### config.mk
export PLATFORM = sky130hd
export DESIGN_NAME = expmul_scheduler
export DESIGN_NICKNAME = d
export VERILOG_FILES = /design/src/rtl/sys_defs.sv /design/src/rtl/expmul_tag_fifo.sv /design/src/rtl/expmul_scheduler.sv
export SDC_FILE = /design/constraint.sdc
export NUM_CORES = 1
export LEC_CHECK = 0
export CORE_ASPECT_RATIO = 1.75
export CORE_MARGIN = 10
export CORE_UTILIZATION = 51
export CTS_BUF_LIST = sky130_fd_sc_hd__clkbuf_8
export DETAILED_ROUTE_END_ITERATION = 8
export PLACE_DENSITY = 0.77
export SLEW_MARGIN = 30
export SYNTH_ARGS = -nofsm -noshare
export SYNTH_HDL_FRONTEND = slang
export SYNTH_SLANG_ARGS = --single-unit
### constraint.sdc
create_clock -name clk -period 4.2 [get_ports clk]
set_clock_uncertainty 0.05 [all_clocks]
set_input_delay 1.26 -clock clk [delete_from_list [all_inputs] [get_ports clk]]
set_output_delay 1.26 -clock clk [all_outputs]
set_load 0.05 [all_outputs]
### src/rtl/sys_defs.sv
// Shared typedefs for the attention datapath: Q4.4 score type, expmul tag and
// scheduler state encoding.
`ifndef MAX_SEQ_LENGTH
`define MAX_SEQ_LENGTH 64
`endif

package sys_defs;

    typedef logic signed [7:0] EXPMUL_DIFF_IN_QT;

    typedef struct packed {
        logic is_value;
        logic last;
    } EXPMUL_TAG_T;

    typedef enum logic [2:0] {
        ST_IDLE    = 3'd0,
        ST_WAIT_S  = 3'd1,
        ST_ISSUE_O = 3'd2,
        ST_ISSUE_V = 3'd3,
        ST_DRAIN   = 3'd4
    } EXPMUL_SCHED_STATE_E;

    localparam EXPMUL_DIFF_IN_QT EXPMUL_NEG_INF_Q = 8'sh80;

    function automatic EXPMUL_DIFF_IN_QT q44_max(input EXPMUL_DIFF_IN_QT a,
                                                 input EXPMUL_DIFF_IN_QT b);
        return (a > b) ? a : b;
    endfunction

endpackage

### src/rtl/expmul_tag_fifo.sv
// In-order tag FIFO tracking ops in flight through the expmul pipeline.
// Pops on an empty FIFO are dropped and flagged by an assertion.
module expmul_tag_fifo #(
    parameter int WIDTH = 2,
    parameter int DEPTH = 4
) (
    input  logic             clk,
    input  logic             rst_n,
    input  logic             push_i,
    input  logic [WIDTH-1:0] din_i,
    input  logic             pop_i,
    output logic [WIDTH-1:0] dout_o,
    output logic             full_o,
    output logic             empty_o
);

    localparam int AW = (DEPTH > 1) ? $clog2(DEPTH) : 1;

    logic [WIDTH-1:0] mem_q [DEPTH];
    logic [AW-1:0]    wr_q, rd_q;
    logic [AW:0]      cnt_q;
    logic             do_push, do_pop;

    assign full_o  = (cnt_q == (AW+1)'(DEPTH));
    assign empty_o = (cnt_q == '0);
    assign do_push = push_i && !full_o;
    assign do_pop  = pop_i && !empty_o;
    assign dout_o  = mem_q[rd_q];

    function automatic logic [AW-1:0] ptr_inc(input logic [AW-1:0] p);
        return (p == AW'(DEPTH - 1)) ? '0 : p + AW'(1);
    endfunction

    always_ff @(posedge clk or negedge rst_n) begin
        if (!rst_n) begin
            wr_q  <= '0;
            rd_q  <= '0;
            cnt_q <= '0;
            for (int i = 0; i < DEPTH; i++) mem_q[i] <= '0;
        end else begin
            if (do_push) begin
                mem_q[wr_q] <= din_i;
                wr_q        <= ptr_inc(wr_q);
            end
            if (do_pop) rd_q <= ptr_inc(rd_q);
            case ({do_push, do_pop})
                2'b10:   cnt_q <= cnt_q + (AW+1)'(1);
                2'b01:   cnt_q <= cnt_q - (AW+1)'(1);
                default: cnt_q <= cnt_q;
            endcase
        end
    end

    // A result arriving with nothing tagged means the expmul and the scheduler disagree.
    a_no_pop_empty: assert property (@(posedge clk) disable iff (!rst_n) !(pop_i && empty_o));

endmodule

### src/rtl/expmul_scheduler.sv
// Per-row online-softmax sequencer: tracks the running max and issues the
// rescale/value ops to the shared expmul unit, tagging each for the accumulator.
module expmul_scheduler
    import sys_defs::*;
#(
    parameter int MAX_LEN   = `MAX_SEQ_LENGTH,
    parameter int TAG_DEPTH = 4
) (
    input  logic                       clk,
    input  logic                       rst,
    input  logic                       start,
    input  logic [$clog2(MAX_LEN):0]   seq_len,
    input  logic                       s_vld,
    output logic                       s_rdy,
    input  EXPMUL_DIFF_IN_QT           s_in,
    output logic                       em_vld,
    input  logic                       em_rdy,
    output EXPMUL_DIFF_IN_QT           em_a,
    output EXPMUL_DIFF_IN_QT           em_b,
    output logic                       em_o_star_mode,
    input  logic                       em_res_vld,
    input  logic                       acc_rdy,
    output logic                       res_tag,
    output logic                       res_last,
    output logic                       row_done,
    output EXPMUL_DIFF_IN_QT           m_out,
    output logic                       busy
);

    localparam int CW = $clog2(MAX_LEN) + 1;

    EXPMUL_SCHED_STATE_E state_q, state_d;
    logic [CW-1:0]       len_q, len_d;
    logic [CW-1:0]       cnt_q, cnt_d;
    EXPMUL_DIFF_IN_QT    m_q, m_d;
    EXPMUL_DIFF_IN_QT    m_old_q, m_old_d;
    EXPMUL_DIFF_IN_QT    s_q, s_d;
    logic                row_done_q, row_done_d;

    EXPMUL_DIFF_IN_QT    m_new;
    EXPMUL_TAG_T         tag_in, tag_head;
    logic                tag_full, tag_empty;
    logic                issuing, accept, is_last, pop_eff;

    assign issuing = (state_q == ST_ISSUE_O) || (state_q == ST_ISSUE_V);
    assign is_last = (cnt_q == len_q - CW'(1));
    assign m_new   = q44_max(m_q, s_in);

    // Holding em_vld low while full keeps every accepted op trackable.
    assign em_vld         = issuing && !tag_full;
    assign accept         = em_vld && em_rdy;
    assign s_rdy          = (state_q == ST_WAIT_S);
    assign em_o_star_mode = (state_q == ST_ISSUE_O);
    assign em_a           = (state_q == ST_ISSUE_O) ? m_old_q :
                            (state_q == ST_ISSUE_V) ? s_q : '0;
    assign em_b           = issuing ? m_q : '0;
    assign busy           = (state_q != ST_IDLE);

    assign tag_in.is_value = (state_q == ST_ISSUE_V);
    assign tag_in.last     = (state_q == ST_ISSUE_V) && is_last;

    assign pop_eff  = em_res_vld && acc_rdy && !tag_empty;
    assign res_tag  = !tag_empty && tag_head.is_value;
    assign res_last = !tag_empty && tag_head.last;
    assign row_done = row_done_q;
    assign m_out    = row_done_q ? m_q : '0;

    expmul_tag_fifo #(
        .WIDTH ($bits(EXPMUL_TAG_T)),
        .DEPTH (TAG_DEPTH)
    ) u_tag_fifo (
        .clk     (clk),
        .rst_n   (rst),
        .push_i  (accept),
        .din_i   (tag_in),
        .pop_i   (em_res_vld && acc_rdy),
        .dout_o  (tag_head),
        .full_o  (tag_full),
        .empty_o (tag_empty)
    );

    always_comb begin
        state_d    = state_q;
        len_d      = len_q;
        cnt_d      = cnt_q;
        m_d        = m_q;
        m_old_d    = m_old_q;
        s_d        = s_q;
        row_done_d = 1'b0;
        case (state_q)
            ST_IDLE: begin
                if (start) begin
                    len_d   = (seq_len == '0) ? CW'(1) : seq_len;
                    cnt_d   = '0;
                    m_d     = EXPMUL_NEG_INF_Q;
                    state_d = ST_WAIT_S;
                end
            end
            ST_WAIT_S: begin
                if (s_vld) begin
                    s_d     = s_in;
                    m_old_d = m_q;
                    m_d     = m_new;
                    // Rescale by exp(0) is a no-op, so skip it when the max is unchanged.
                    state_d = (cnt_q == '0 || m_new == m_q) ? ST_ISSUE_V : ST_ISSUE_O;
                end
            end
            ST_ISSUE_O: begin
                if (accept) state_d = ST_ISSUE_V;
            end
            ST_ISSUE_V: begin
                if (accept) begin
                    cnt_d   = cnt_q + CW'(1);
                    state_d = is_last ? ST_DRAIN : ST_WAIT_S;
                end
            end
            ST_DRAIN: begin
                // Stay in DRAIN for the done cycle so a coincident start is ignored.
                if (row_done_q)                      state_d    = ST_IDLE;
                else if (pop_eff && tag_head.last)   row_done_d = 1'b1;
            end
            default: state_d = ST_IDLE;
        endcase
    end

    always_ff @(posedge clk or negedge rst) begin
        if (!rst) begin
            state_q    <= ST_IDLE;
            len_q      <= '0;
            cnt_q      <= '0;
            m_q        <= EXPMUL_NEG_INF_Q;
            m_old_q    <= EXPMUL_NEG_INF_Q;
            s_q        <= '0;
            row_done_q <= 1'b0;
        end else begin
            state_q    <= state_d;
            len_q      <= len_d;
            cnt_q      <= cnt_d;
            m_q        <= m_d;
            m_old_q    <= m_old_d;
            s_q        <= s_d;
            row_done_q <= row_done_d;
        end
    end

endmodule

# Word level (Yosys, flattened, before mapping)
# Index checks and enable logic that the tools add are counted.
# word_totals
input_bits,22
ff_bits,57
output_inout_bits,31
word_cells,101
# op_classes
addsub,6
n_eq_ne,16
reduce_logical,27
n_lt_le_gt_ge,4
n_mux,32
bitwise_logic,2
# ops
op,n
two-way mux 8 bit,7
two-way mux 7 bit,3
two-way mux 3 bit,6
one-hot mux 8 bit (2 select lines),1
one-hot mux 3 bit (5 select lines),1
logical NOT 7 bit,2
one-hot mux 7 bit (2 select lines),1
logical AND 1 bit,10
two-way mux 2 bit,5
bitwise mux 8 bit,1
== test 8 bit,1
greater-than comparator 8 bit,1
adder 7 x 1 -> 7 bit (second input constant),1
== test 7 bit,1
subtractor 7 x 1 -> 7 bit (second input constant),1
== test 2 bit (second input constant),3
== test 3 x 2 -> 1 bit (second input constant),2
== test 3 bit (second input constant),2
>= comparator 3 bit (second input constant),2
logical NOT 3 bit,2
!= test 2 bit (second input constant),3
NOT 2 -> 3 bit,2
one-hot mux 3 bit (2 select lines),1
AND reduction 3 bit,2
16 further kinds,26

# Logic depth before layout (Yosys ltp)
# Gate-level depths: netlist of run 1.
# depth
depth_word,8
depth_mapped,10

# By module
# A second synthesis of run 1 with hierarchy kept.
# unflattened
cells_unflattened,331
hier_area_um2,3375.7
# modules_own_cells
mod,cells_each,area_per_inst_um2,n_inst,seq_area_each_um2
expmul_scheduler,270,2581.2,1,1053.5
expmul_tag_fifo,61,794.5,1,375.4

# Least setup slack after synthesis of run 1
# Ideal clock, no wire load.
# synth_timing
path_type,register to output
from,register state_q[0]
to,output port em_a[0]
path_stages_with_launch,5
arrival_time_ns,1.721
path_slack_ns,1.169
path_cell_list,dfrtp_1 -> clkbuf_1 -> buf_1 -> mux2i_1 -> nor2_1
# synth_between
elab_chain_cells,3
# synth_lines
element,line_no,text
from (decl),expmul_scheduler.sv:32,"EXPMUL_SCHED_STATE_E state_q, state_d;"
from (signal assigned),expmul_scheduler.sv:136,state_q <= state_d;
== test 3 x 2 -> 1 bit,expmul_scheduler.sv:55,(state_q == ST_ISSUE_V) ? s_q : '0;
two-way mux 8 bit,expmul_scheduler.sv:55,
two-way mux 8 bit *,expmul_scheduler.sv:54,assign em_a = (state_q == ST_ISSUE_O) ? m_old_q :
to (decl),expmul_scheduler.sv:18,"output EXPMUL_DIFF_IN_QT em_a,"
# Every way passes the cells marked *; elsewhere a longest branch is shown, timed or not.

# Worst setup path in the final report of run 1
# layout_timing
from,register state_q[0]
to,output port s_rdy
# layout_between
elab_chain_cells,1
# layout_lines
element,line_no,text
== test 3 x 1 -> 1 bit,expmul_scheduler.sv:52,assign s_rdy = (state_q == ST_WAIT_S);
to (decl),expmul_scheduler.sv:14,"output logic s_rdy,"
# No other way between the ends.

==> results of run 1 <==
## per-stage QoR
step,hold WS [ns],cell area (sq um)
2_1_floorplan,0.3901,3267
3_3_place_gp,0.4094,3849
3_5_place_dp,0.4194,3849
4_1_cts,0.4355,4069
5_1_grt,0.4479,4069
6_report,0.4352,4069
## cells by family (layout without fill, tap and decap cells)
logic type	Yosys count	after routing	share of synthesized area (%)
adders and majority gates	18	18	7.124
DFF	57	57	43.74
buffers and inverters	38	95	4.481
muxes	36	36	12.52
and+or+nand+nor	129	129	19.76
xor gates and xnor gates	25	25	6.702
AOI/OAI and AO/OA	30	30	5.668
## how the worst max path moves through the flow
| stage | cells after the start | from | to | slack [ns] |
|---|---|---|---|---|
| finish | 3 | state_q[0] | s_rdy | 0.44 |
| global route | 3 | state_q[1] | em_b[1] | 0.29 |
| CTS | 3 | state_q[0] | s_rdy | 0.40 |
| detailed placement | 9 | s_in[5] | m_q[5] | 0.64 |
| global placement | 9 | s_in[5] | m_q[7] | 0.72 |
| floorplan | 4 | state_q[0] | em_a[0] | 1.17 |
## power breakdown
group | switching (mW) | total (mW) | leakage, nW | internal (mW)
clock network | 0.218 | 0.565 | 0.117 | 0.347
registers | 0.242 | 1.02 | 0.716 | 0.777
logic | 0.920 | 1.59 | 1.04 | 0.669
## synth_stat cells, types with 6 or more instances
cell	n
sky130_fd_sc_hd__and2_1	20
sky130_fd_sc_hd__clkbuf_1	10
sky130_fd_sc_hd__dfrtp_1	55
sky130_fd_sc_hd__ha_1	17
sky130_fd_sc_hd__inv_1	24
sky130_fd_sc_hd__mux2_2	19
sky130_fd_sc_hd__mux2i_1	15
sky130_fd_sc_hd__nand2_1	46
sky130_fd_sc_hd__nand3_1	6
sky130_fd_sc_hd__nand4_1	7
sky130_fd_sc_hd__nor2_1	21
sky130_fd_sc_hd__nor3_1	6
sky130_fd_sc_hd__o21ai_0	12
sky130_fd_sc_hd__xnor2_1	15
sky130_fd_sc_hd__xor2_1	10
## cell usage in the layout, fill, tap and decap left out, types with 3 or more instances in the layout
cell                              instances
sky130_fd_sc_hd__clkdlybuf4s50_1         51
sky130_fd_sc_hd__and3_1                   5
sky130_fd_sc_hd__mux2_2                  19
sky130_fd_sc_hd__nand2b_1                 3
sky130_fd_sc_hd__nor3_1                   6
sky130_fd_sc_hd__ha_1                    17
sky130_fd_sc_hd__xnor2_1                 15
sky130_fd_sc_hd__inv_1                   25
sky130_fd_sc_hd__a21oi_1                  5
sky130_fd_sc_hd__mux2i_1                 15
sky130_fd_sc_hd__dfrtp_1                 55
sky130_fd_sc_hd__nand2_1                 46
sky130_fd_sc_hd__nor2_1                  21
sky130_fd_sc_hd__clkbuf_8                10
sky130_fd_sc_hd__and2_1                  20
sky130_fd_sc_hd__a21o_1                   3
sky130_fd_sc_hd__nand4_1                  7
sky130_fd_sc_hd__buf_4                    3
sky130_fd_sc_hd__nand3_1                  6
sky130_fd_sc_hd__xor2_1                  10
sky130_fd_sc_hd__o21ai_0                 12
## critical path: cells and delay by family (launching register included)
family,cells,cell delay [ns]
buffers and inverters,2,1.03
DFF,1,0.82
and+or+nand+nor,1,0.26
## metal layers
metal | track usage [%] | share of wire (%) | wire (um)
met1 | 15.32 | 37 | 2798
met2 | 28.39 | 57 | 4310
met3 | 3.989 | 4.0 | 306
met4 | 6.875 | 2.0 | 153
met5 | 0 | 0 | 0
## final cells by class
cell class | instances | area share [%]
multi-input combinational | 238 | 41.57
tap | 80 | 2.460
sequential | 57 | 35.12
timing repair buffer | 55 | 13.22
clock inverter | 6 | 2.030
clock buffer | 10 | 3.383
inverter | 24 | 2.214
## sequential cells by signal (all words and copies together), names as in the netlist
| signal | cells |
|---|---|
| u_tag_fifo.cnt_q | 3 |
| len_q | 7 |
| cnt_q | 7 |
| u_tag_fifo.mem_q | 8 |
| state_q | 3 |
| row_done | 1 |
| s_q | 8 |
| u_tag_fifo.wr_q | 2 |
| u_tag_fifo.rd_q | 2 |
| m_q | 8 |
| m_old_q | 8 |
==> run summary, run 1 <==
PLACED DESIGN
---------------------------------------------------------------------------------
Sum of net half-perimeters after detailed placement ................      5801 um
Number of placed cells counting well taps ..........................          454
Worst setup slack after placement ..................................    0.6391 ns
Port bufs ..........................................................           52
Routability congestion estimate from global placement ..............       0.8294

CRITICAL PATH
---------------------------------------------------------------------------------
Data required time at the worst endpoint ...........................      2.89 ns
Critical path fanouts, max .........................................           16
Worst R2R Path Depth ...............................................            7
Endpoint of the worst register-to-register path .................... u_tag_fifo.cnt_q[1]
Setup crit start kind ..............................................    flip-flop
Startpoint of the most critical register-to-register path ..........   state_q[1]
Kind of end point of the critical path ............................. primary output
Setup Crit Path Kind ............................................... flip-flop to primary output
Critical Path AT ...................................................      2.45 ns
Flop2flop setup slack ..............................................      1.46 ns
Cell chain of the critical path .................................... inv_1 -> nor3_1 -> clkdlybuf4s50_1
Largest stage delay on the critical path ...........................      0.86 ns
Cell type of the slowest stage on the worst timing path ............ sky130_fd_sc_hd__clkdlybuf4s50_1

STA
---------------------------------------------------------------------------------
Setup repair after global routing missed its margin ................        false
Final number of hold-violating endpoints ...........................            0
Final TNS setup ....................................................         0 ns
Maximum clock frequency ............................................    266.0 MHz
Pins over their slew limit .........................................            0
Final setup viols ..................................................            0
Period utilisation layout ..........................................       89.49%
Least-Margin Pin Slew ..............................................    0.7366 ns
Slew HR ............................................................       50.89%
Least setup slack across all paths after layout ....................    0.4412 ns
Time the worst path needs with I/O delays and setup ................     3.759 ns

LAYOUT
---------------------------------------------------------------------------------
Sequential cell area in the final layout ...........................   1429 sq um
Combined area of the multi-input logic cells .......................   1692 sq um
Post-Route Utilization .............................................       65.33%
Number of nets in the layout .......................................          425
Proportion of layout cells with a drive suffix above 1 .............       11.79%
Non-filler instance count after layout .............................          470
Synthesis-to-finish area growth ....................................       24.55%
Diodes inserted ....................................................            0
Filler cell count ..................................................          516

DIE
---------------------------------------------------------------------------------
Die ar. ............................................................  10130 sq um
Number of placement rows ...........................................           38
Chip height ........................................................     125.9 um
Die Width ..........................................................     80.50 um
Core ar. ...........................................................   6228 sq um
Initial core utilization ...........................................       52.45%
Ports ..............................................................           53

CLOCK TREE
---------------------------------------------------------------------------------
Depth of the CTS H-tree ............................................            3
CTS tree ...........................................................         done
Skew-Pair Late Insertion Delay .....................................      0.34 ns
CTS Root Buffer Type ............................................... sky130_fd_sc_hd__clkbuf_8
Number of buffers inserted by hold repair at cts ...................            0
# clock sinks ......................................................           57
Number of gates resized after CTS ..................................            0
Post-CTS Setup Repair Bufs .........................................            0
Register clock-pin slew on the reported worst setup and hold paths .      0.07 ns
Number of CTS-inserted buffers .....................................            9
Bufs on Longest Clock Path .........................................            2

DRT
---------------------------------------------------------------------------------
Vias ...............................................................         2529
Average wire per cell in the routed design .........................     16.10 um
Wire length after detailed routing .................................      7567 um
DRT antenna net count ..............................................            0
Final routed DRC violation total ...................................            0
Drt first-iter violations ..........................................          177
Pre-antenna DRT Iters ..............................................            4
Via density per instance ...........................................        5.381

GLOBAL ROUTE
---------------------------------------------------------------------------------
First-pass GRT wire length .........................................     12260 um
Maximum number of pins on one net before global-route repair .......           33
Vias in the first global route .....................................         2540
Total global routing overflow ......................................            0
Initial antenna violation count ....................................            0
Total GRT Usage ....................................................       15.44%

POWER AND IR DROP
---------------------------------------------------------------------------------
Static leakage .....................................................     1.873 nW
Power density over the cells ....................................... 779.7 nW/um^2
Design Power .......................................................     3.173 mW
Highest ir drop seen on vdd ........................................    0.4123 mV

MIN PATH
---------------------------------------------------------------------------------
Capture endpoint of the worst hold path ............................ u_tag_fifo.mem_q[3]
Path class of the lowest-slack min-delay path ...................... flip-flop to flip-flop
Launch instance of the worst min-delay path ........................ u_tag_fifo.mem_q[3]
Cells on Worst Hold Path ...........................................            2

YOSYS
---------------------------------------------------------------------------------
Share of async-settable or async-resettable flops after synthesis ..       100.0%
Cell count after synthesis .........................................          333
Top flip-flop cell by instance count after synthesis ............... sky130_fd_sc_hd__dfrtp_1
Area share of the leading cell type in the synthesized netlist .....       42.13%
Avg Synthesized Cell Area ..........................................  9.810 sq um
Cell Area, Synth ...................................................   3267 sq um
Distinct cell type count after synthesis ...........................           43
Post-synth EDFFs ...................................................            0
Number of synthesized register bits ................................           57
Portion of the post-synthesis area used by sequential elements .....       43.74%
Post-synthesis cell type with the largest combined area ............ sky130_fd_sc_hd__dfrtp_1
Top cells by area, synth ........................................... sky130_fd_sc_hd__dfrtp_1 (42%), sky130_fd_sc_hd__mux2_2 (6.5%), sky130_fd_sc_hd__ha_1 (6.5%)
Net count after synthesis ..........................................          373
Synthesis Warnings .................................................            0

RUN STATUS
---------------------------------------------------------------------------------
Run status ......................................................... complete, no violations

FLOW RUN
---------------------------------------------------------------------------------
Max-cap viol count .................................................            0

No activity file was read; power rests on OpenSTA's default activity.
==> run 2, diff against run 1 <==
--- a/config.mk
+++ b/config.mk
@@ -7,10 +7,10 @@
 export LEC_CHECK = 0
 export CORE_ASPECT_RATIO = 1.75
 export CORE_MARGIN = 10
-export CORE_UTILIZATION = 51
+export CORE_UTILIZATION = 55
 export CTS_BUF_LIST = sky130_fd_sc_hd__clkbuf_8
 export DETAILED_ROUTE_END_ITERATION = 8
-export PLACE_DENSITY = 0.77
+export PLACE_DENSITY = 0.82
 export SLEW_MARGIN = 30
 export SYNTH_ARGS = -nofsm -noshare
 export SYNTH_HDL_FRONTEND = slang
==> run 2 against run 1 <==
Compared with the run above: core utilization is 4.2 points higher; sequential power hardly changed; count of clock-buffer cells in the layout did not move; highest routed layer unchanged.
==> run summary, run 2 (synthesis gave the netlist of run 1 again) <==
CRITICAL PATH
---------------------------------------------------------------------------------
Data required time at the worst endpoint ...........................      2.89 ns   about the same
Critical path fanouts, max .........................................           16   unchanged
Setup Crit Path Kind ............................................... flip-flop to primary output
Endpoint of the worst register-to-register path .................... u_tag_fifo.cnt_q[1]
Cell chain of the critical path .................................... inv_1 -> nor3_1 -> clkdlybuf4s50_1
Buffers plus inverters on the worst setup path .....................            2   unchanged
Flop2flop setup slack ..............................................      1.45 ns   about the same
Worst R2R Path Depth ...............................................            7   unchanged
Top Family by Delay on Critical Path ............................... buffers and inverters
Kind of end point of the critical path ............................. primary output
Largest stage delay on the critical path ...........................      0.86 ns   about the same
Critical Path AT ...................................................      2.43 ns   -0.02 ns
Cell type of the slowest stage on the worst timing path ............ sky130_fd_sc_hd__clkdlybuf4s50_1
Startpoint of the most critical register-to-register path ..........   state_q[1]
Setup crit start kind ..............................................    flip-flop

GLOBAL ROUTE
---------------------------------------------------------------------------------
First-pass GRT wire length .........................................     12450 um   +1.6%
Initial antenna violation count ....................................            0   unchanged
Maximum number of pins on one net before global-route repair .......           37   +12%
Total global routing overflow ......................................            0   unchanged
Vias in the first global route .....................................         2572   +1.3%
Total GRT Usage ....................................................       16.49%   +1.0 points

STA
---------------------------------------------------------------------------------
Worst hold slack ...................................................    0.4219 ns   -0.01328 ns
Pins over their slew limit .........................................            0   unchanged
Maximum clock frequency ............................................    267.3 MHz   +0.49%
Final number of hold-violating endpoints ...........................            0   unchanged
Time the worst path needs with I/O delays and setup ................     3.741 ns   -0.01815 ns
Period utilisation layout ..........................................       89.06%   -0.43 points
Least-Margin Pin Slew ..............................................    0.8051 ns   +0.06848 ns
Slew HR ............................................................       46.33%   -4.6 points
Setup repair after global routing missed its margin ................        false
Final TNS setup ....................................................         0 ns   unchanged
Final setup viols ..................................................            0   unchanged

DRT
---------------------------------------------------------------------------------
Vias ...............................................................         2505   -0.95%
Drt first-iter violations ..........................................          119   -33%
DRT antenna net count ..............................................            0   unchanged
Wire length after detailed routing .................................      7454 um   -1.5%
Final routed DRC violation total ...................................            0   unchanged
Via density per instance ...........................................        5.364   -0.31%
Pre-antenna DRT Iters ..............................................            4   unchanged
Average wire per cell in the routed design .........................     15.96 um   -0.86%

CLOCK TREE
---------------------------------------------------------------------------------
Skew-Pair Late Insertion Delay .....................................      0.34 ns   about the same
# clock sinks ......................................................           57   unchanged
Bufs on Longest Clock Path .........................................            2   unchanged
Depth of the CTS H-tree ............................................            3   unchanged
CTS tree ...........................................................         done
Number of CTS-inserted buffers .....................................            9   unchanged
CTS Root Buffer Type ............................................... sky130_fd_sc_hd__clkbuf_8
Number of buffers inserted by hold repair at cts ...................            0   unchanged
Post-CTS Setup Repair Bufs .........................................            0   unchanged
Number of gates resized after CTS ..................................            0   unchanged
Register clock-pin slew on the reported worst setup and hold paths .      0.07 ns   about the same

DIE
---------------------------------------------------------------------------------
Chip height ........................................................     122.0 um   -3.1%
Die ar. ............................................................   9544 sq um   -5.8%
Ports ..............................................................           53   unchanged
Die Width ..........................................................     78.26 um   -2.8%
Initial core utilization ...........................................       56.01%   +3.6 points
Number of placement rows ...........................................           37   -2.6%
Core ar. ...........................................................   5833 sq um   -6.3%

POWER AND IR DROP
---------------------------------------------------------------------------------
Sw Share ...........................................................       43.35%   -0.14 points
Portion of total power attributed to combinational logic ...........        50.4%   +0.3 points
Fraction of power consumed by sequential logic .....................        32.3%   +0.2 points
Power spent charging and discharging nets ..........................     1.368 mW   -0.85%
Power density over the cells ....................................... 778.0 nW/um^2   -0.22%
Share of total power in the clock network ..........................        17.3%   -0.5 points
Cell-internal power ................................................     1.788 mW   -0.29%
Static leakage .....................................................     1.871 nW   -0.14%
Highest ir drop seen on vdd ........................................    0.5195 mV   +26%

LAYOUT
---------------------------------------------------------------------------------
Number of nets in the layout .......................................          425   unchanged
Diodes inserted ....................................................            0   unchanged
Filler cell count ..................................................          463   -10%
Commonest cells after routing, fill and taps aside ................. sky130_fd_sc_hd__dfrtp_1 (55), sky130_fd_sc_hd__clkdlybuf4s50_1 (51), sky130_fd_sc_hd__nand2_1 (46)
Most common cell after layout, fill and taps aside ................. sky130_fd_sc_hd__dfrtp_1
Synthesis-to-finish area growth ....................................       24.17%
Proportion of layout cells with a drive suffix above 1 .............       11.31%   -0.48 points

MIN PATH
---------------------------------------------------------------------------------
Capture endpoint of the worst hold path ............................ u_tag_fifo.cnt_q[2]
Launch instance of the worst min-delay path ........................ u_tag_fifo.cnt_q[2]
Cells on Worst Hold Path ...........................................            1   -1
Path class of the lowest-slack min-delay path ...................... flip-flop to flip-flop

PLACED DESIGN
---------------------------------------------------------------------------------
Sum of net half-perimeters after detailed placement ................      5689 um   -1.9%
Routability congestion estimate from global placement ..............       0.8365   +0.86%
Port bufs ..........................................................           52   unchanged

FLOW RUN
---------------------------------------------------------------------------------
Max-cap viol count .................................................            0   unchanged

RUN STATUS
---------------------------------------------------------------------------------
Run status ......................................................... complete, no violations

run 2: metrics by stage:
| stage | cells | utilization, % | setup slack, ns | power, mW | area (sq um) |
|---|---|---|---|---|---|
| global placement | 452 | 65.94 | 0.7345 | 2.567 | 3846 |
| detailed placement | 452 | 65.94 | 0.6929 | 2.628 | 3846 |
| CTS | 467 | 69.54 | 0.4462 | 3.187 | 4056 |
| floorplan | 333 | - | 1.169 | 2.151 | 3267 |
| global route | 467 | 69.54 | 0.3176 | 3.379 | 4056 |
| finish | 467 | 69.54 | 0.4594 | 3.156 | 4056 |
run 2: cell type report:
cell class	count	area, sq um	area share (%)
Clock buffer	10	137.6	3.393
Clock inverter	5	72.57	1.789
Inverter	24	90.09	2.221
Multi-Input combinational cell	238	1692	41.70
Sequential cell	57	1429	35.23
Tap cell	78	97.59	2.406
Timing Repair Buffer	55	538.0	13.26
run 2: power groups by stage:
stage / logic, mW / clock network (mW) / registers, mW
after floorplan: 1.22 / 0 / 0.931
after global placement: 1.55 / 0 / 1.02
after detailed placement: 1.60 / 0 / 1.03
after CTS: 1.61 / 0.557 / 1.02
after global routing: 1.74 / 0.580 / 1.06
final: 1.59 / 0.546 / 1.02
run 2: how the worst max path moves through the flow:
stage                          start      end  slack (ns)  depth (start not counted)
after global placement       s_in[5]   m_q[7]        0.73                          9
after global routing      state_q[0]    s_rdy        0.32                          3
after detailed placement     s_in[5]   m_q[1]        0.69                          9
after floorplan           state_q[0]  em_a[0]        1.17                          4
after CTS                 state_q[0]    s_rdy        0.45                          3
final                     state_q[0]    s_rdy        0.46                          3
run 2: worst reg2reg max path: cells and delay by family (launching register included):
kind | cells | cell delay, ns
AO/OA/AOI/OAI | 1 | 0.18
adder cells (fa/ha/maj) | 2 | 0.64
flip-flops | 1 | 0.44
AND/OR/NAND/NOR | 2 | 1.16
buffers and inverters | 2 | 0.19
run 2: metal layers:
layer | up-vias | routed length, um | global-route usage (%)
li1 | 1222 | - | -
met4 | 0 | 136 | 7.432
met5 | - | 0 | 0
met3 | 11 | 273 | 4.056
met2 | 44 | 4158 | 31.15
met1 | 1228 | 2886 | 16.33
==> run 3, diff against run 2 <==
--- a/config.mk
+++ b/config.mk
@@ -5,12 +5,14 @@
 export SDC_FILE = /design/constraint.sdc
 export NUM_CORES = 1
 export LEC_CHECK = 0
+export ABC_CLOCK_PERIOD_IN_PS = 3300
 export CORE_ASPECT_RATIO = 1.75
 export CORE_MARGIN = 10
-export CORE_UTILIZATION = 55
+export CORE_UTILIZATION = 50
 export CTS_BUF_LIST = sky130_fd_sc_hd__clkbuf_8
 export DETAILED_ROUTE_END_ITERATION = 8
-export PLACE_DENSITY = 0.82
+export MAX_ROUTING_LAYER = met4
+export PLACE_DENSITY = 0.78
 export SLEW_MARGIN = 30
 export SYNTH_ARGS = -nofsm -noshare
 export SYNTH_HDL_FRONTEND = slang
==> constraint.sdc (replaced) <==
create_clock -name clk -period 3.3 [get_ports clk]
set_clock_uncertainty 0.05 [all_clocks]
set_input_delay 0.99 -clock clk [delete_from_list [all_inputs] [get_ports clk]]
set_output_delay 0.99 -clock clk [all_outputs]
set_load 0.05 [all_outputs]
==> run 3 against run 2 <==
Compared with the run above: sequential share of layout area is 0.065 points higher; core utilization is 5.0 points lower; wire length is 2.9% higher; cell count is 1.9% higher; via count is 0.52% higher; final area is 0.19% lower; die area is 7.9% higher; power is 24% higher; first-iteration DRC count is 20% higher; global-route usage is 0.27 points lower; register-to-register slack worse by 0.52 ns; largest power group unchanged.
==> run summary, run 3 (synthesis gave the netlist of run 1 again) <==
CLOCK TREE
---------------------------------------------------------------------------------
Post-CTS Setup Repair Bufs .........................................            0   unchanged
CTS Root Buffer Type ............................................... sky130_fd_sc_hd__clkbuf_8
Register clock-pin slew on the reported worst setup and hold paths .      0.06 ns   about the same
# clock sinks ......................................................           57   unchanged
Depth of the CTS H-tree ............................................            3   unchanged
Bufs on Longest Clock Path .........................................            2   unchanged
Skew-Pair Late Insertion Delay .....................................      0.34 ns   about the same
Number of CTS-inserted buffers .....................................            9   unchanged
CTS tree ...........................................................         done

LAYOUT
---------------------------------------------------------------------------------
Commonest cells after routing, fill and taps aside ................. sky130_fd_sc_hd__dfrtp_1 (55), sky130_fd_sc_hd__nand2_1 (46), sky130_fd_sc_hd__clkdlybuf4s50_1 (34)
Non-filler instance count after layout .............................          476   +1.9%
Synthesis-to-finish area growth ....................................       23.94%
Diodes inserted ....................................................            0   unchanged
Number of nets in the layout .......................................          431   +1.4%
Proportion of layout cells with a drive suffix above 1 .............       17.17%   +5.9 points
Most common cell after layout, fill and taps aside ................. sky130_fd_sc_hd__dfrtp_1

STA
---------------------------------------------------------------------------------
Final TNS setup ....................................................         0 ns   unchanged
Maximum clock frequency ............................................    311.1 MHz
Pins over their slew limit .........................................            0   unchanged
Setup repair after global routing missed its margin ................        false
Time the worst path needs with I/O delays and setup ................     3.215 ns
Least-Margin Pin Slew ..............................................    0.7078 ns   -0.09726 ns
Least setup slack across all paths after layout ....................   0.08521 ns   -0.3742 ns
Slew HR ............................................................       52.71%   +6.4 points
Period utilisation layout ..........................................       97.42%
Final number of hold-violating endpoints ...........................            0   unchanged
Final setup viols ..................................................            0   unchanged

CRITICAL PATH
---------------------------------------------------------------------------------
Worst setup startpoint ............................................. u_tag_fifo.rd_q[0]
Setup Crit Path Kind ............................................... flip-flop to primary output
Data required time at the worst endpoint ...........................      2.26 ns   -0.63 ns
Startpoint of the most critical register-to-register path ..........   state_q[1]
Critical path fanouts, max .........................................            5   -11
Kind of end point of the critical path ............................. primary output
Critical Path AT ...................................................      2.17 ns   -0.26 ns
Setup crit start kind ..............................................    flip-flop

DRT
---------------------------------------------------------------------------------
Vias ...............................................................         2518   +0.52%
Drt first-iter violations ..........................................          143   +20%
Final routed DRC violation total ...................................            0   unchanged
Pre-antenna DRT Iters ..............................................            6   +2
Via density per instance ...........................................        5.290   -1.4%
Wire length after detailed routing .................................      7670 um   +2.9%
DRT antenna net count ..............................................            0   unchanged
Average wire per cell in the routed design .........................     16.11 um   +0.95%

POWER AND IR DROP
---------------------------------------------------------------------------------
Highest ir drop seen on vdd ........................................    0.4746 mV   -8.6%
Power density over the cells ....................................... 970.1 nW/um^2   +25%
Static leakage .....................................................     1.935 nW   +3.4%

FLOW RUN
---------------------------------------------------------------------------------
Max-cap viol count .................................................            0   unchanged

DIE
---------------------------------------------------------------------------------
Core ar. ...........................................................   6276 sq um   +7.6%
Die Width ..........................................................     81.11 um   +3.6%
Number of placement rows ...........................................           38   +2.7%
Initial core utilization ...........................................       52.05%   -4.0 points
Ports ..............................................................           53   unchanged
Die ar. ............................................................  10290 sq um   +7.9%
Chip height ........................................................     126.9 um   +4.1%

GLOBAL ROUTE
---------------------------------------------------------------------------------
Vias in the first global route .....................................         2602   +1.2%
Initial antenna violation count ....................................            0   unchanged
Global routing met1 resource utilization ...........................       15.67%   -0.66 points
Total GRT Usage ....................................................       16.22%   -0.27 points
Total global routing overflow ......................................            0   unchanged
Global-route layer with the greatest usage .........................         met2
Maximum number of pins on one net before global-route repair .......           28   -24%
First-pass GRT wire length .........................................     12620 um   +1.3%
Met2 track demand over resource ....................................       29.24%   -1.9 points
GR Util met3 .......................................................       3.253%   -0.80 points

PLACED DESIGN
---------------------------------------------------------------------------------
Port bufs ..........................................................           52   unchanged
Sum of net half-perimeters after detailed placement ................      6014 um   +5.7%
Routability congestion estimate from global placement ..............       0.9208   +10%
Number of placed cells counting well taps ..........................          460   +1.8%
Worst setup slack after placement ..................................   0.01760 ns   -0.6753 ns

MIN PATH
---------------------------------------------------------------------------------
Launch instance of the worst min-delay path ........................ u_tag_fifo.cnt_q[2]
Path class of the lowest-slack min-delay path ...................... flip-flop to flip-flop

RUN STATUS
---------------------------------------------------------------------------------
Run status ......................................................... complete, no violations

## run 3: cell types whose count changed in the layout (fill, tap and decap cells not counted)
cell	change
sky130_fd_sc_hd__dlymetal6s2s_1	+1
sky130_fd_sc_hd__inv_1	-1
sky130_fd_sc_hd__buf_4	+22
sky130_fd_sc_hd__clkbuf_8	+3
sky130_fd_sc_hd__clkinv_2	+1
sky130_fd_sc_hd__clkdlybuf4s50_1	-17
sky130_fd_sc_hd__bufinv_16	-2
## run 3: cell type report
cell class                      instances  area, sq um
Clock buffer                           13        178.9
Clock inverter                          3        13.76
Fill cell                             517         2227
Inverter                               24        90.09
Multi-Input combinational cell        238         1692
Sequential cell                        57         1429
Tap cell                               80        100.1
Timing Repair Buffer                   61        545.5
## run 3: stage by stage
step | cell area (sq um) | hold slack [ns] | utilization (%) | total power, mW
final | 4049 | 0.4311 | 64.51 | 3.928
after global routing | 4049 | 0.4567 | 64.51 | 4.215
after CTS | 4046 | 0.4394 | 64.47 | 3.972
after detailed placement | 3854 | 0.4286 | 61.40 | 3.343
after global placement | 3854 | 0.4053 | 61.40 | 3.275
after floorplan | 3267 | 0.3901 | - | 2.737
## run 3: power by group
group	leakage, nW	switching (mW)	internal (mW)	total, mW
combinational	1.11	1.20	0.838	2.04
sequential	0.716	0.287	0.990	1.28
clock	0.107	0.265	0.349	0.614
total	1.93	1.75	2.18	3.93
## run 3: routing by layer
layer	vias to the layer above	share of wire [%]
li1	1228	-
met1	1215	36
met2	60	57
met3	15	4.6
met4	0	2.6
met5	-	0
## run 3: worst max-delay path, stage by stage (launching register included)
cell                              delay, ns
sky130_fd_sc_hd__dfrtp_1               0.44
sky130_fd_sc_hd__mux4_2                0.52
sky130_fd_sc_hd__and2_1                0.17
sky130_fd_sc_hd__clkdlybuf4s50_1       0.70
## run 3: final timing paths
path / to / slack, ns / cells past startpoint
worst min register to register: u_tag_fifo.cnt_q[2] / 0.43 / 1
min in group asynchronous: s_q[7] / 0.61 / 1
worst max register to register: u_tag_fifo.cnt_q[2] / 0.93 / 9
worst max-delay path: res_tag / 0.09 / 3
worst min-delay path: u_tag_fifo.cnt_q[2] / 0.43 / 1
max in group asynchronous: u_tag_fifo.cnt_q[0] / 1.93 / 2
## run 3: what timing repair did
| item | 4_1_cts | 5_1_grt |
|---|---|---|
| gates resized for setup | 0 | 1 |
| hold buffers | 0 | 0 |
| setup endpoints to repair | 0 | 1 |
